$ cat src/rtl/fetch_sequencer.sv
// Instruction-fetch controller: owns the PC, waits MEM_LATENCY cycles for the
// instruction memory, and presents each instruction to decode over valid/ready.
module fetch_sequencer #(
    parameter int ADDR_WIDTH  = 16,
    parameter int DATA_WIDTH  = 32,
    parameter int MEM_LATENCY = 0,
    parameter logic [ADDR_WIDTH-1:0] RESET_PC = '0
) (
    input  logic                  clk,
    input  logic                  reset,
    input  logic                  start,
    output logic [ADDR_WIDTH-1:0] inst_address,
    input  logic [DATA_WIDTH-1:0] mem_read_data,
    output logic [DATA_WIDTH-1:0] instr,
    output logic [ADDR_WIDTH-1:0] instr_pc,
    output logic                  instr_valid,
    input  logic                  instr_ready,
    input  logic                  redirect,
    input  logic [ADDR_WIDTH-1:0] redirect_pc,
    input  logic                  halt,
    output logic                  busy,
    output logic [31:0]           fetch_count
);

    // state | meaning
    // IDLE  | not fetching; waits for start
    // ISSUE | PC driven to memory; latency 0 captures here
    // WAIT  | counting down remaining memory latency
    // HOLD  | instruction valid, waiting for decode handshake
    typedef enum logic [1:0] {IDLE, ISSUE, WAIT, HOLD} state_t;

    localparam logic [1:0] LAT_LOAD = 2'((MEM_LATENCY > 0) ? MEM_LATENCY - 1 : 0);

    state_t                  state_q;
    logic [ADDR_WIDTH-1:0]   pc_q;
    logic [1:0]              cnt_q;
    logic [DATA_WIDTH-1:0]   instr_q;
    logic [ADDR_WIDTH-1:0]   instr_pc_q;
    logic                    valid_q;
    logic                    busy_q;
    logic [31:0]             fetch_count_q;
    logic [ADDR_WIDTH-1:0]   pc_plus1_d;
    logic                    accept_d;

    assign pc_plus1_d = pc_q + 1'b1;
    assign accept_d   = (state_q == HOLD) && valid_q && instr_ready;

    always_ff @(posedge clk) begin
        if (reset) begin
            state_q       <= IDLE;
            pc_q          <= RESET_PC;
            cnt_q         <= '0;
            instr_q       <= '0;
            instr_pc_q    <= '0;
            valid_q       <= 1'b0;
            busy_q        <= 1'b0;
            fetch_count_q <= '0;
        end else if (redirect) begin
            // An instruction accepted in the same cycle still counts before it is dropped.
            pc_q    <= redirect_pc;
            cnt_q   <= '0;
            valid_q <= 1'b0;
            if (accept_d)
                fetch_count_q <= fetch_count_q + 32'd1;
            if (state_q == IDLE && !(start && !halt)) begin
                state_q <= IDLE;
                busy_q  <= 1'b0;
            end else begin
                state_q <= ISSUE;
                busy_q  <= 1'b1;
            end
        end else begin
            case (state_q)
                IDLE: begin
                    if (start && !halt) begin
                        state_q <= ISSUE;
                        busy_q  <= 1'b1;
                    end
                end
                ISSUE: begin
                    if (MEM_LATENCY == 0) begin
                        instr_q    <= mem_read_data;
                        instr_pc_q <= pc_q;
                        valid_q    <= 1'b1;
                        pc_q       <= pc_plus1_d;
                        state_q    <= HOLD;
                    end else begin
                        cnt_q   <= LAT_LOAD;
                        state_q <= WAIT;
                    end
                end
                WAIT: begin
                    if (cnt_q != 2'd0) begin
                        cnt_q <= cnt_q - 2'd1;
                    end else begin
                        instr_q    <= mem_read_data;
                        instr_pc_q <= pc_q;
                        valid_q    <= 1'b1;
                        pc_q       <= pc_plus1_d;
                        state_q    <= HOLD;
                    end
                end
                HOLD: begin
                    if (accept_d) begin
                        fetch_count_q <= fetch_count_q + 32'd1;
                        valid_q       <= 1'b0;
                        if (halt) begin
                            state_q <= IDLE;
                            busy_q  <= 1'b0;
                        end else begin
                            state_q <= ISSUE;
                        end
                    end
                end
                default: begin
                    state_q <= IDLE;
                    busy_q  <= 1'b0;
                end
            endcase
        end
    end

    assign inst_address = pc_q;
    assign instr        = instr_q;
    assign instr_pc     = instr_pc_q;
    assign instr_valid  = valid_q;
    assign busy         = busy_q;
    assign fetch_count  = fetch_count_q;

endmodule

$ cat config.mk
export PLATFORM = sky130hd
export DESIGN_NAME = fetch_sequencer
export DESIGN_NICKNAME = d
export VERILOG_FILES = /design/src/rtl/fetch_sequencer.sv
export SDC_FILE = /design/constraint.sdc
export NUM_CORES = 1
export LEC_CHECK = 0
export ABC_AREA = 1
export CORE_ASPECT_RATIO = 0.5
export CORE_UTILIZATION = 46
export CTS_CLUSTER_SIZE = 8
export DETAILED_ROUTE_END_ITERATION = 10
export GPL_TIMING_DRIVEN = 0
export PLACE_DENSITY = 0.86
export SYNTH_ARGS = -nofsm -noshare
export SYNTH_HDL_FRONTEND = slang
export SYNTH_SLANG_ARGS = --single-unit
$ cat constraint.sdc
create_clock -name clk -period 2.1 [get_ports clk]
set_clock_uncertainty 0.2 [all_clocks]
set_input_delay 0.315 -clock clk [delete_from_list [all_inputs] [get_ports clk]]
set_output_delay 0.315 -clock clk [all_outputs]
set_load 0.02 [all_outputs]
==> impl_metrics.tcl <==
set metrics [dict create \
    die-area_mm2 0.0107 \
    min_from "redirect" \
    nets 914 \
    setup.worst_path.class "flip-flop to flip-flop" \
    layout_commonest_cell "nor2_1" \
    portBuffers 150 \
    rsz0062_at_grt "yes" \
    cts_buffer_depth 2 \
    hpwl_um 10300 \
    cts_buffers 9 \
    finalCritPeriodShare 0.941 \
    design_area_mm2 0.00671 \
    avgSynthCellArea_um2 6.82 \
    irDropWorstVdd_mv 0.490 \
    clockRootBuffer "clkbuf_16" \
    r2r_start "state_q[1]" \
    cp-end-kind "flip-flop" \
    synth-async-reset-ratio 0 \
    crit_fanout 7 \
    max_stage_delay_ps 390 \
    pin_count 152 \
    grt_usage 0.263 \
    gr-total-overflow 0 \
    pre_cts_slack_ps -149 \
    drtIter0Drc 327 \
    initial_core_util 0.485 \
    path_cells "ha_2 > inv_1 > nor2_4 > nand3b_1 > nor2_1 > nand2_1 > nor2_1 > nand2_1 > nand2_1 > nor2_1" \
    finalMaxSlewViolations 0 \
    syn_area_mm2 0.00471 \
    grt_max_degree 15 \
    synth_cells 690 \
    routed_via_density 5.15 \
    syn_nets 751 \
    drc 0 \
    die_w_um 145 \
    clkLatencyLatePin_ps 340 \
    layout_min_cycle_time_ps 1980 \
    powerDensity_mw_per_mm2 703 \
    synth_seq_area_share 0.434 \
    status "completed" \
    leakagePower_nw 2.63 \
    h-tree-depth 3 \
    drv_cap 0 \
    clk_pin_slew_worst_paths_ps 70 \
    gp_congestion 0.895 \
    diodes 0 \
    whs_ps 265 \
    antenna_found_initial 0 \
    grt_pass1_vias 4748 \
    fin_cells 993 \
    hold_violations 0 \
    rows 25 \
    worst_pin_slew_ps 683 \
    vias 5109 \
    relSlewSlack 0.545 \
    cp_data_required_time_ps 2150 \
    final_cell_mix "nor2_1 (152), clkdlybuf4s50_1 (150), nand2_1 (117)" \
    synth_seq_cells 102 \
    ff2ff_path_depth 10 \
    hold_path_class "input pin to flip-flop" \
    finalWorstSetupSlack_ps 125 \
    hold_depth 3 \
    place_area_mm2 0.00638 \
    rrSetupSlack_ps 120 \
    die_h_um 73.5 \
    crit_path_top_delay_cell "dfxtp_1" \
    start_kind "flip-flop" \
    crit_arrival_ps 2020 \
    final_util 0.692 \
    clock-sinks 102 \
    min_to "inst_address[0]" \
    ys.flop_type "dfxtp_1" \
    max_freq_ghz 0.506 \
    drtAntennaViolNets 0 \
    dr.pass1.iters 4 \
    setup_viol 0 \
    synth-edff-count 0 \
    routed_wl_um 13900 \
    place_inst 975 \
    core_mm2 0.00970 \
    r2r_end "fetch_count[25]" \
    synthToLayoutAreaGrowth_pct 42.6 \
    yosysUniqueCellTypes 31 \
    post_drt_wl_per_cell_um 14.0 \
    drive_above_1_share 0.0513 \
    cts_tree "built" \
    yosys_warnings 0 \
    grt_pass1_wl_um 22300 \
]
[critical path: cells and delay by family (launching register included)]
kind | cells | cell delay (ps)
adders and majority gates | 1 | 290
buffers and inverters | 1 | 90
DFF | 1 | 390
and+or+nand+nor | 8 | 920
[worst max-delay path by stage]
stage | cells after the start | from | to
finish | 10 | state_q[1] | fetch_count[25]
global placement | 9 | state_q[0] | inst_address[13]
floorplan | 9 | state_q[0] | inst_address[12]
global route | 10 | state_q[1] | fetch_count[29]
CTS | 9 | state_q[0] | inst_address[12]
detailed placement | 9 | state_q[0] | instr_pc[9]
[cell usage after synthesis (7+ instances only)]
cell | number | share of area
nand2_1 | 119 | 0.095
a21oi_1 | 50 | 0.053
nand3_1 | 36 | 0.038
nor2_1 | 154 | 0.12
inv_1 | 72 | 0.057
nor3_1 | 11 | 0.012
ha_1 | 7 | 0.019
dfxtp_1 | 102 | 0.43
buf_2 | 7 | 0.0074
clkbuf_1 | 16 | 0.013
o21ai_0 | 66 | 0.070
nand4_1 | 14 | 0.019
[per-stage QoR]
stage	TNS, ps	total power [mW]
4_1_cts	0	4.73
5_1_grt	-67.3	4.92
6_report	0	4.72
3_5_place_dp	-3000	3.14
3_3_place_gp	-1660	3.12
2_1_floorplan	0	2.68
[layout make-up]
type / count / area [um^2]
Sequential cell: 102 / 2040
Clock buffer: 16 / 282
Tap cell: 135 / 169
Inverter: 74 / 279
Multi-Input combinational cell: 489 / 2310
Buffer: 25 / 119
Timing Repair Buffer: 152 / 1520
Fill cell: 789 / 2980
[metal layers]
metal  global-route usage  vias to the layer above  part of all wire  wire length, um
met5                    0                        -                 0                0
met4               0.0912                        0             0.013              182
met3               0.0602                       15             0.068              943
met2                0.479                      186              0.49             6820
met1                0.312                     2347              0.43             5950
li1                     -                     2561                 -                -
[repair_timing]
action                     in CTS  in global routing
buffers inserted                0                  2
gates resized for setup         6                 12
hold buffers                    0                  0
setup endpoints to repair      47                 38
pin swaps                       0                  1
[state kept, by name, indices dropped and copies added, names as in the netlist]
| signal | cells |
|---|---|
| instr | 32 |
| state_q | 2 |
| instr_pc | 16 |
| inst_address | 16 |
| instr_valid | 1 |
| cnt_q | 2 |
| fetch_count | 32 |
| busy | 1 |
[power breakdown]
group | internal [mW] | switching, mW | total [mW]
Sequential | 2.06 | 0.0906 | 2.16
Combinational | 0.443 | 0.528 | 0.971
Clock | 0.904 | 0.690 | 1.59
[cell families after synthesis]
| logic type | after synthesis | share of synthesized area |
|---|---|---|
| AND/OR/NAND/NOR | 346 | 0.309 |
| buffers and inverters | 99 | 0.0832 |
| flip-flops | 102 | 0.434 |
| adder cells (fa/ha/maj) | 7 | 0.0186 |
| AO/OA/AOI/OAI | 134 | 0.152 |
| XOR/XNOR | 2 | 0.00372 |
No activity file was read; power rests on OpenSTA's default activity.
